[config.mk]
export PLATFORM = sky130hd
export DESIGN_NAME = ddr_game_sequencer
export DESIGN_NICKNAME = d
export VERILOG_FILES = /design/src/rtl/ddr_pkg.sv /design/src/rtl/ddr_btn_edge.sv /design/src/rtl/ddr_game_sequencer.sv
export SDC_FILE = /design/constraint.sdc
export NUM_CORES = 1
export LEC_CHECK = 0
export ABC_AREA = 0
export BUFFER_PORTS_ARGS = -buffer_cell sky130_fd_sc_hd__buf_2
export CAP_MARGIN = 10
export CORE_AREA = 2 2 90 92
export CTS_CLUSTER_SIZE = 28
export DETAILED_ROUTE_END_ITERATION = 10
export DIE_AREA = 0 0 92 94
export PLACE_DENSITY = 0.78
export SYNTH_ARGS = -nofsm -noshare
export SYNTH_HDL_FRONTEND = slang
export SYNTH_SLANG_ARGS = --single-unit
[constraint.sdc]
create_clock -name clk_i -period 3.3 [get_ports clk_i]
set_input_delay 0.495 -clock clk_i [delete_from_list [all_inputs] [get_ports clk_i]]
set_output_delay 0.495 -clock clk_i [all_outputs]
set_load 0.05 [all_outputs]
[src/rtl/ddr_pkg.sv]
// Shared encodings and default tuning constants for the rhythm-game sequencer
// and the arrow datapath.
package ddr_pkg;

   typedef enum logic [1:0] {
      ST_IDLE      = 2'd0,
      ST_COUNTDOWN = 2'd1,
      ST_PLAY      = 2'd2,
      ST_OVER      = 2'd3
   } game_state_e;

   typedef enum logic [1:0] {
      LANE_U = 2'd0,
      LANE_D = 2'd1,
      LANE_R = 2'd2,
      LANE_L = 2'd3
   } lane_e;

   localparam logic [7:0]  SPAWN_PERIOD_INIT_DEF = 8'd200;
   localparam logic [7:0]  SPAWN_PERIOD_MIN_DEF  = 8'd60;
   localparam logic [7:0]  SPAWN_STEP_DEF        = 8'd20;
   localparam logic [16:0] SCORE_STEP_DEF        = 17'd10;
   localparam logic [5:0]  SPEED_MAX_DEF         = 6'd3;
   localparam logic [7:0]  COUNTDOWN_FRAMES_DEF  = 8'd180;
   localparam logic [2:0]  LIVES_INIT_DEF        = 3'd3;
   localparam logic [3:0]  LEVEL_MAX             = 4'd15;

   // Saturating 8-bit increment used by the drop counter.
   function automatic logic [7:0] sat_inc8(input logic [7:0] v);
      return (v == 8'hFF) ? v : v + 8'd1;
   endfunction

endpackage

[src/rtl/ddr_btn_edge.sv]
// Two-flop synchroniser followed by a rising-edge detector. The pulse is
// one clock wide and is consumed by the caller on the third clock edge
// after the button rises.
module ddr_btn_edge (
   input  logic clk_i,
   input  logic rst_ni,
   input  logic btn_i,
   output logic pulse_o
);

   logic sync1_q;
   logic sync2_q;
   logic prev_q;

   // Synchronise the raw button and keep one delayed copy for edge detection.
   always_ff @(posedge clk_i or negedge rst_ni) begin
      if (!rst_ni) begin
         sync1_q <= 1'b0;
         sync2_q <= 1'b0;
         prev_q  <= 1'b0;
      end else begin
         sync1_q <= btn_i;
         sync2_q <= sync1_q;
         prev_q  <= sync2_q;
      end
   end

   assign pulse_o = sync2_q & ~prev_q;

endmodule

[src/rtl/ddr_game_sequencer.sv]
// Game-level sequencer for the falling-arrow rhythm game: countdown, spawn
// scheduling over valid/ready, score-driven difficulty and life tracking.
//
//   state        | meaning
//   -------------+-----------------------------------------------------------
//   ST_IDLE      | after reset, waiting for start
//   ST_COUNTDOWN | COUNTDOWN_FRAMES frame ticks before play begins
//   ST_PLAY      | spawns issued, difficulty raised, misses cost lives
//   ST_OVER      | lives exhausted, waiting for start to replay
module ddr_game_sequencer
   import ddr_pkg::*;
#(
   parameter logic [7:0]  SPAWN_PERIOD_INIT = SPAWN_PERIOD_INIT_DEF,
   parameter logic [7:0]  SPAWN_PERIOD_MIN  = SPAWN_PERIOD_MIN_DEF,
   parameter logic [7:0]  SPAWN_STEP        = SPAWN_STEP_DEF,
   parameter logic [16:0] SCORE_STEP        = SCORE_STEP_DEF,
   parameter logic [5:0]  SPEED_MAX         = SPEED_MAX_DEF,
   parameter logic [7:0]  COUNTDOWN_FRAMES  = COUNTDOWN_FRAMES_DEF,
   parameter logic [2:0]  LIVES_INIT        = LIVES_INIT_DEF
) (
   input  logic        clk_i,
   input  logic        reset_ni,
   input  logic        frame_tick_i,
   input  logic        btn_start_i,
   input  logic [4:0]  rand_i,
   input  logic [15:0] score_i,
   input  logic        miss_i,
   input  logic        spawn_ready_i,
   output logic        spawn_valid_o,
   output logic [1:0]  spawn_lane_o,
   output logic        clear_req_o,
   output logic [5:0]  arr_speed_o,
   output logic        game_active_o,
   output logic [2:0]  lives_o,
   output logic [1:0]  game_state_o,
   output logic [7:0]  drop_count_o
);

   game_state_e state_q, state_d;
   logic [7:0]  cd_cnt_q, cd_cnt_d;
   logic [7:0]  frame_cnt_q, frame_cnt_d;
   logic [7:0]  period_q, period_d;
   logic [3:0]  level_q, level_d;
   logic [16:0] threshold_q, threshold_d;
   logic [5:0]  speed_q, speed_d;
   logic [2:0]  lives_q, lives_d;
   logic        spawn_valid_q, spawn_valid_d;
   logic [1:0]  spawn_lane_q, spawn_lane_d;
   logic        clear_req_q, clear_req_d;
   logic [7:0]  drop_cnt_q, drop_cnt_d;

   logic start_pulse;
   logic spawn_due;
   logic fatal_miss;
   logic unused_rand;

   // Only the low two random bits pick the lane.
   assign unused_rand = ^rand_i[4:2];

   ddr_btn_edge u_start_edge (
      .clk_i   (clk_i),
      .rst_ni  (reset_ni),
      .btn_i   (btn_start_i),
      .pulse_o (start_pulse)
   );

   // State and counter registers.
   always_ff @(posedge clk_i or negedge reset_ni) begin
      if (!reset_ni) begin
         state_q       <= ST_IDLE;
         cd_cnt_q      <= '0;
         frame_cnt_q   <= '0;
         period_q      <= SPAWN_PERIOD_INIT;
         level_q       <= '0;
         threshold_q   <= SCORE_STEP;
         speed_q       <= 6'd1;
         lives_q       <= '0;
         spawn_valid_q <= 1'b0;
         spawn_lane_q  <= '0;
         clear_req_q   <= 1'b0;
         drop_cnt_q    <= '0;
      end else begin
         state_q       <= state_d;
         cd_cnt_q      <= cd_cnt_d;
         frame_cnt_q   <= frame_cnt_d;
         period_q      <= period_d;
         level_q       <= level_d;
         threshold_q   <= threshold_d;
         speed_q       <= speed_d;
         lives_q       <= lives_d;
         spawn_valid_q <= spawn_valid_d;
         spawn_lane_q  <= spawn_lane_d;
         clear_req_q   <= clear_req_d;
         drop_cnt_q    <= drop_cnt_d;
      end
   end

   // Next-state logic: game flow, spawn timer, difficulty and lives.
   always_comb begin
      state_d       = state_q;
      cd_cnt_d      = cd_cnt_q;
      frame_cnt_d   = frame_cnt_q;
      period_d      = period_q;
      level_d       = level_q;
      threshold_d   = threshold_q;
      speed_d       = speed_q;
      lives_d       = lives_q;
      spawn_valid_d = spawn_valid_q;
      spawn_lane_d  = spawn_lane_q;
      clear_req_d   = 1'b0;
      drop_cnt_d    = drop_cnt_q;
      spawn_due     = 1'b0;
      fatal_miss    = 1'b0;

      case (state_q)
         ST_IDLE, ST_OVER: begin
            if (start_pulse) begin
               state_d     = ST_COUNTDOWN;
               clear_req_d = 1'b1;
               lives_d     = LIVES_INIT;
               level_d     = '0;
               speed_d     = 6'd1;
               period_d    = SPAWN_PERIOD_INIT;
               threshold_d = SCORE_STEP;
               drop_cnt_d  = '0;
               cd_cnt_d    = COUNTDOWN_FRAMES - 8'd1;
            end
         end

         ST_COUNTDOWN: begin
            if (frame_tick_i) begin
               if (cd_cnt_q == 8'd0) begin
                  state_d     = ST_PLAY;
                  frame_cnt_d = '0;
               end else begin
                  cd_cnt_d = cd_cnt_q - 8'd1;
               end
            end
         end

         ST_PLAY: begin
            fatal_miss = miss_i && (lives_q <= 3'd1);

            if (spawn_valid_q && spawn_ready_i) begin
               spawn_valid_d = 1'b0;
            end

            if (frame_tick_i) begin
               if (frame_cnt_q >= period_q - 8'd1) begin
                  frame_cnt_d = '0;
                  spawn_due   = 1'b1;
               end else begin
                  frame_cnt_d = frame_cnt_q + 8'd1;
               end
            end

            // A spawn accepted this very cycle frees the slot for the new one.
            if (spawn_due && !fatal_miss) begin
               if (!spawn_valid_q || spawn_ready_i) begin
                  spawn_valid_d = 1'b1;
                  spawn_lane_d  = rand_i[1:0];
               end else begin
                  drop_cnt_d = sat_inc8(drop_cnt_q);
               end
            end

            if (({1'b0, score_i} >= threshold_q) && (level_q != LEVEL_MAX)) begin
               level_d     = level_q + 4'd1;
               threshold_d = threshold_q + SCORE_STEP;
               speed_d     = (speed_q < SPEED_MAX) ? speed_q + 6'd1 : SPEED_MAX;
               period_d    = (period_q >= SPAWN_PERIOD_MIN + SPAWN_STEP) ?
                             period_q - SPAWN_STEP : SPAWN_PERIOD_MIN;
            end

            if (miss_i) begin
               if (fatal_miss) begin
                  lives_d       = '0;
                  state_d       = ST_OVER;
                  spawn_valid_d = 1'b0;
               end else begin
                  lives_d = lives_q - 3'd1;
               end
            end
         end

         default: begin
            state_d = ST_IDLE;
         end
      endcase
   end

   assign spawn_valid_o = spawn_valid_q;
   assign spawn_lane_o  = spawn_lane_q;
   assign clear_req_o   = clear_req_q;
   assign arr_speed_o   = speed_q;
   assign game_active_o = (state_q == ST_PLAY);
   assign lives_o       = lives_q;
   assign game_state_o  = state_q;
   assign drop_count_o  = drop_cnt_q;

endmodule

==> results of run 1 <==
-- placed cells by master (no fill, tap or decap), types with 6 or more instances in the layout --
cell | Yosys | layout
dfrtp_1 | 62 | 62
buf_2 | 3 | 46
nor2_1 | 38 | 38
ha_1 | 36 | 36
nor2b_1 | 6 | 6
nand4_1 | 11 | 11
clkbuf_8 | 0 | 10
xnor2_1 | 11 | 11
a211oi_1 | 7 | 7
o31ai_1 | 6 | 6
o21ai_0 | 30 | 28
nand2_1 | 39 | 39
or3_1 | 7 | 7
nand3_1 | 21 | 21
dfstp_2 | 6 | 6
buf_4 | 2 | 9
nand2b_1 | 6 | 6
nor3_1 | 16 | 16
clkinv_2 | 1 | 7
and3_1 | 14 | 14
a21oi_1 | 24 | 23
o211ai_1 | 6 | 6
inv_1 | 32 | 32
-- final cells by class --
cell class / instances / area (µm²) / area share (%)
clock buffers: 10 / 138 / 2.82
clock inverters: 6 / 30.0 / 0.616
inverters: 33 / 125 / 2.57
multi-input cells: 353 / 2450 / 50.2
flip-flops and latches: 68 / 1710 / 35.1
well taps: 102 / 128 / 2.62
repair buffers: 55 / 298 / 6.11
-- metal layers --
| layer | vias to the layer above | global-route usage, % |
|---|---|---|
| li1 | 1830 | - |
| met1 | 1878 | 32.7 |
| met2 | 100 | 43.5 |
| met3 | 8 | 4.33 |
| met4 | 0 | 9.08 |
| met5 | - | 0 |
-- power groups by stage --
stage / Combinational (mW) / Clock (mW) / Sequential (mW)
after floorplan: 1.02 / 0 / 1.32
after global placement: 1.46 / 0 / 1.22
after detailed placement: 1.51 / 0 / 1.22
after CTS: 1.52 / 0.615 / 1.21
after global routing: 1.72 / 0.654 / 1.25
final: 1.53 / 0.600 / 1.22
-- through the flow --
stage / power [mW] / area [µm²] / setup WS [ps] / cells / utilization (%)
detailed placement: 2.74 / 4690 / 253 / 611 / 61.6
floorplan: 2.34 / 4370 / 545 / 474 / -
global route: 3.63 / 4870 / 3.66 / 627 / 64.1
CTS: 3.35 / 4860 / 159 / 627 / 63.8
finish: 3.35 / 4870 / 230 / 627 / 64.1
global placement: 2.68 / 4690 / 310 / 611 / 61.6
-- cell families after synthesis --
family / share of synthesized area, %
adders and majority gates: 10.3
and+or+nand+nor: 22.5
AOI/OAI and AO/OA: 19.1
xor gates and xnor gates: 3.01
buffers and inverters: 5.21
muxes: 0.745
DFF: 39.1
-- cells in the mapped netlist (3+ instances only) --
library cell and instances:
o311ai_0 5, o21ai_0 30, nor2b_1 6, a211oi_1 7, o31ai_1 6, xor2_1 4
nand4b_1 3, dfrtp_1 62, a22o_1 3, nand2b_1 6, nand4_1 11, or3_1 7
and4_1 4, nand3_1 21, xnor2_1 11, o211ai_1 6, nor3_1 16, and3_1 14
nor2_1 38, dfstp_2 6, nor4_1 4, buf_2 3, ha_1 36, a21oi_1 24
clkbuf_1 12, a31oi_1 5, inv_1 32, nand2_1 39
-- state kept, by name, indices dropped and copies added (netlist names) --
name / flops
arr_speed_o: 6
u_start_edge.sync2_q: 1
drop_count_o: 8
period_q: 6
game_state_o: 2
lives_o: 3
level_q: 4
u_start_edge.sync1_q: 1
u_start_edge.prev_q: 1
threshold_q: 16
cd_cnt_q: 8
spawn_valid_o: 1
clear_req_o: 1
frame_cnt_q: 8
spawn_lane_o: 2
-- final timing paths --
kind | from | end | slack (ps) | cells after the start
min in group clk_i | btn_start_i | u_start_edge.sync1_q | 260 | 1
max | period_q[2] | drop_count_o[7] | 230 | 12
max reg2reg | period_q[2] | drop_count_o[7] | 230 | 12
min reg2reg | u_start_edge.sync1_q | u_start_edge.sync2_q | 360 | 0
max in group asynchronous | reset_ni | arr_speed_o[0] | 2290 | 2
min | reset_ni | frame_cnt_q[5] | 180 | 1
-- what timing repair did --
action                                  in CTS  in global routing
endpoints found under the setup margin       0                 15
buffers inserted                             0                  0
resized for setup                            0                  5
-- critical path, cell delays in order, from the launching register on --
cell       delay [ps]
dfrtp_1           430
inv_1             130
ha_1              210
inv_1              70
or3_1             360
xor2_1            160
ha_1              300
nand4_1            80
a21oi_1           280
o2111ai_2         330
a211oi_1          380
xnor2_1           160
nor2_1             50
==> results.ini, run 1 <==
[sta]
drv_slew = 0
fin_setup_tns_ps = 0
worst-slew-pin-transition_ps = 656
hold_viol = 0
finalCritPeriodShare_pct = 93.0
clock.fmax_mhz = 326
finClkSkew_ps = 6.51
post-route-min-period_ps = 3070
maxSlewHeadroom_pct = 56.3
hold_ws_ps = 178
finalSetupViolations = 0
rsz0062_at_grt = false

[cts]
htree_levels = 3
cts_buffers = 9
clk_path_buf_depth = 2
ctsHoldBuffers = 0
cts_root_buf = clkbuf_8
cts_sinks = 68
cts_tree = built
path_clk_slew_ps = 80
clk_latency_ps = 340

[floorplan]
fp.coreArea_um2 = 7610
io_pins = 51
die-area_um2 = 8650
die_w_um = 92
rows = 32
start_util_pct = 57.4
die_y_um = 94

[setup_path]
start_kind = flop
cp-end-kind = flop
worst_ep_required_time_ps = 3530
crit_type = flop to flop
worst-path-max-fanout = 7
worstPathArrival_ps = 3300

[logic_synthesis]
synth_edf_count = 0
synth.top_cell.area_share_pct = 35.5
yosysWarnings = 0
synthArstFlopShare_pct = 100
synth_cell_type_count = 68
yosysTopAreaCell = dfrtp_1
synth_area_leaders = dfrtp_1, ha_1, dfstp_2
ys_ff_latch = 68
yosysSeqAreaShare_pct = 39.1
syn_area_per_cell_um2 = 9.21
synth_flop_cell = dfrtp_1
synthCells = 474
synth_nets = 537
netlist_area_um2 = 4370

[placement]
hpwl_um = 7290
globalplace.congestion = 0.879
io_buffers = 46

[hold_path]
min_path_type = primary input to async pin

[grt]
grt_pass1_vias = 3887
grt_antenna_before_repair = 0
grt_overflow = 0
track_usage_pct = 25.5
grt_max_degree = 39
grt_pass1_wl_um = 17800

[drt]
wl_met2_um = 4950
drt.antenna.violating_nets = 0
drc_errors = 0
drt-pass1-iter-count = 4
vias = 3816
vias_per_cell = 6.09
drt-initial-drc-count = 164
routed_wl_um = 10100
wire_per_inst_um = 16.2
met1_length_um = 4680
dr_wl_met3_um = 428
top_layer = met4

[power]
p_sw_mw = 1.54
p_leak_nw = 2.21
pwr-share-comb_pct = 45.6
max-vdd-ir-drop_uv = 525
clock_power_share_pct = 17.9
pwr-share-seq_pct = 36.4
p_int_mw = 1.81
netSwitchingFraction_pct = 45.9
power.density_nw_per_um2 = 687

[finish]
nets = 583
drive_gt1_share_pct = 18.1
fillCellCount = 670
diodes = 0
area_growth_pct = 11.6

[status]
status = completed

[flow_run]
cap_violations = 0

No activity file was read; power rests on OpenSTA's default activity.
==> run 2, diff against run 1 <==
CORE_AREA = 2 2 88 90   (was 2 2 90 92)
DIE_AREA = 0 0 90 92   (was 0 0 92 94)
PLACE_DENSITY = 0.79   (was 0.78)
SYNTH_HIERARCHICAL = 1   (was unset)
==> results.ini, run 2 <==
[logic_synthesis]
netlist_area_um2 = 4180  ; -4.4%
synthTopCellsByCount = dfrtp_1, nand2_1, ha_1, nor2_1, o21ai_0
synthCells = 464  ; -2.1%
synth_edf_count = 0  ; unchanged
synth_flop_cell = dfrtp_1
syn_area_per_cell_um2 = 9.00  ; -2.3%
synth_area_leaders = dfrtp_1, ha_1, nand2_1
synth_nets = 527  ; -1.9%
yosysWarnings = 6  ; +6
ys_ff_latch = 68  ; unchanged
synth_cell_type_count = 57  ; -16%
synth.top_cell.area_share_pct = 37.2  ; +1.6 points
synthArstFlopShare_pct = 100  ; unchanged
yosysTopAreaCell = dfrtp_1
yosysSeqAreaShare_pct = 40.9  ; +1.8 points

[finish]
area_growth_pct = 12.6
mostFrequentLayoutCells = nand2_1, dfrtp_1, buf_2, nor2_1, ha_1
fillCellCount = 651  ; -2.8%
nets = 578  ; -0.86%
diodes = 0  ; unchanged
utilization_pct = 63.2  ; -0.91 points
top_register = threshold_q
largest_reg_flops = 16  ; unchanged
drive_gt1_share_pct = 17.3  ; -0.79 points

[flow_run]
cap_violations = 0  ; unchanged

[cts]
htree_levels = 3  ; unchanged
cts_root_buf = clkbuf_8
cts_sinks = 68  ; unchanged
post-cts-setup-buffer-count = 0  ; unchanged
cts_buffers = 9  ; unchanged
clk_path_buf_depth = 2  ; unchanged
path_clk_slew_ps = 80  ; about the same
ctsHoldBuffers = 0  ; unchanged
post_cts_resized = 0  ; unchanged
cts_tree = built
clk_latency_ps = 340  ; about the same

[sta]
clock.fmax_mhz = 334  ; +2.6%
fin_setup_tns_ps = 0  ; unchanged
drv_slew = 0  ; unchanged
worst-slew-pin-transition_ps = 1120  ; +459 ps
finalSetupViolations = 0  ; unchanged
post-route-min-period_ps = 2990  ; -76.5 ps
finalCritPeriodShare_pct = 90.7  ; -2.3 points
maxSlewHeadroom_pct = 25.6  ; -31 points
finClkSkew_ps = 10.3  ; +3.81 ps
hold_viol = 0  ; unchanged
rsz0062_at_grt = false

[floorplan]
rows = 32  ; unchanged
fp.coreArea_um2 = 7450  ; -2.1%
io_pins = 51  ; unchanged
die-area_um2 = 8280  ; -4.3%
die_y_um = 92  ; -2.1%
die_w_um = 90  ; -2.2%
start_util_pct = 56.1  ; -1.3 points

[placement]
hpwl_um = 6540  ; -10%
io_buffers = 46  ; unchanged
globalplace.congestion = 0.822  ; -6.5%

[drt]
drt-pass1-iter-count = 4  ; unchanged
routed_wl_um = 8980  ; -11%
wire_per_inst_um = 14.4  ; -11%
drt-initial-drc-count = 203  ; +24%
drc_errors = 0  ; unchanged
vias = 3616  ; -5.2%
drt.antenna.violating_nets = 0  ; unchanged
vias_per_cell = 5.81  ; -4.5%

[grt]
grt_max_degree = 49  ; +26%
track_usage_pct = 23.2  ; -2.2 points
grt_overflow = 0  ; unchanged
grt_antenna_before_repair = 0  ; unchanged
grt_pass1_wl_um = 16000  ; -10%
grt_pass1_vias = 3644  ; -6.3%

[power]
power.density_nw_per_um2 = 740  ; +7.8%
max-vdd-ir-drop_uv = 392  ; -25%
p_leak_nw = 2.17  ; -2.0%

[hold_path]
min_path_type = primary input to flop

[status]
status = completed

[setup_path]
worstPathArrival_ps = 3230  ; -70 ps
worst_ep_required_time_ps = 3530  ; about the same
cp-end-kind = flop
start_kind = flop
worst-path-max-fanout = 7  ; unchanged
crit_type = flop to flop

-- run 2: path summary, 6_finish.rpt --
kind | slack (ps) | end | cells past startpoint | startpoint
max in group asynchronous | 2150 | threshold_q[16] | 2 | reset_ni
min | 260 | u_start_edge/sync1_q | 1 | btn_start_i
max reg2reg | 310 | drop_count_o[4] | 13 | period_q[2]
min reg2reg | 360 | u_start_edge/sync2_q | 0 | u_start_edge/sync1_q
max | 310 | drop_count_o[4] | 13 | period_q[2]
min in group asynchronous | 360 | frame_cnt_q[0] | 1 | reset_ni
-- run 2: area by class of cell --
type	instances	area (µm²)	area share [%]
multi-input combinational	353	2300	48.9
clock inverter	5	27.5	0.585
sequential	68	1710	36.3
inverter	29	109	2.31
timing repair buffer	54	290	6.17
clock buffer	11	141	3.01
tap	102	128	2.71
-- run 2: logic make-up after synthesis --
| kind of cell | after synthesis | synth area share, % |
|---|---|---|
| DFF | 68 | 40.9 |
| and+or+nand+nor | 193 | 23.0 |
| AOI/OAI and AO/OA | 106 | 16.9 |
| xor gates and xnor gates | 8 | 1.68 |
| muxes | 10 | 2.46 |
| adders and majority gates | 36 | 10.8 |
| buffers and inverters | 43 | 4.29 |
-- run 2: power breakdown --
| group | total (mW) | leakage (nW) | internal [mW] | switching (mW) |
|---|---|---|---|---|
| Clock | 0.604 | 0.0889 | 0.288 | 0.316 |
| Combinational | 1.68 | 1.20 | 0.566 | 1.11 |
| Sequential | 1.20 | 0.879 | 1.02 | 0.173 |
| Total | 3.48 | 2.17 | 1.88 | 1.60 |
-- run 2: worst max-delay path: stages (launching register included) --
cell,delay (ps)
dfrtp_1,430
inv_1,110
ha_1,180
inv_1,60
or2_2,300
xnor2_1,130
ha_1,300
nand2_1,50
o21a_1,190
a21bo_2,260
nor2_1,360
buf_4,240
a41oi_1,120
o21a_1,140
-- run 2: layer usage --
layer  vias up  routed length (µm)  track usage (%)
li1       1769                   -                -
met1      1735                4040             29.5
met2        95                4400             40.2
met3        17                 373             3.29
met4         0                 162             9.36
met5         -                   0                0
-- run 2: stage by stage --
step	std cells	total power [mW]	hold slack (ps)	setup WS [ps]	instance area (µm²)
after detailed placement	606	2.89	344	334	4530
after global routing	622	3.76	247	98.5	4700
after CTS	622	3.51	242	317	4700
after global placement	606	2.82	333	410	4530
final	622	3.48	256	307	4700
after floorplan	464	2.49	199	371	4180
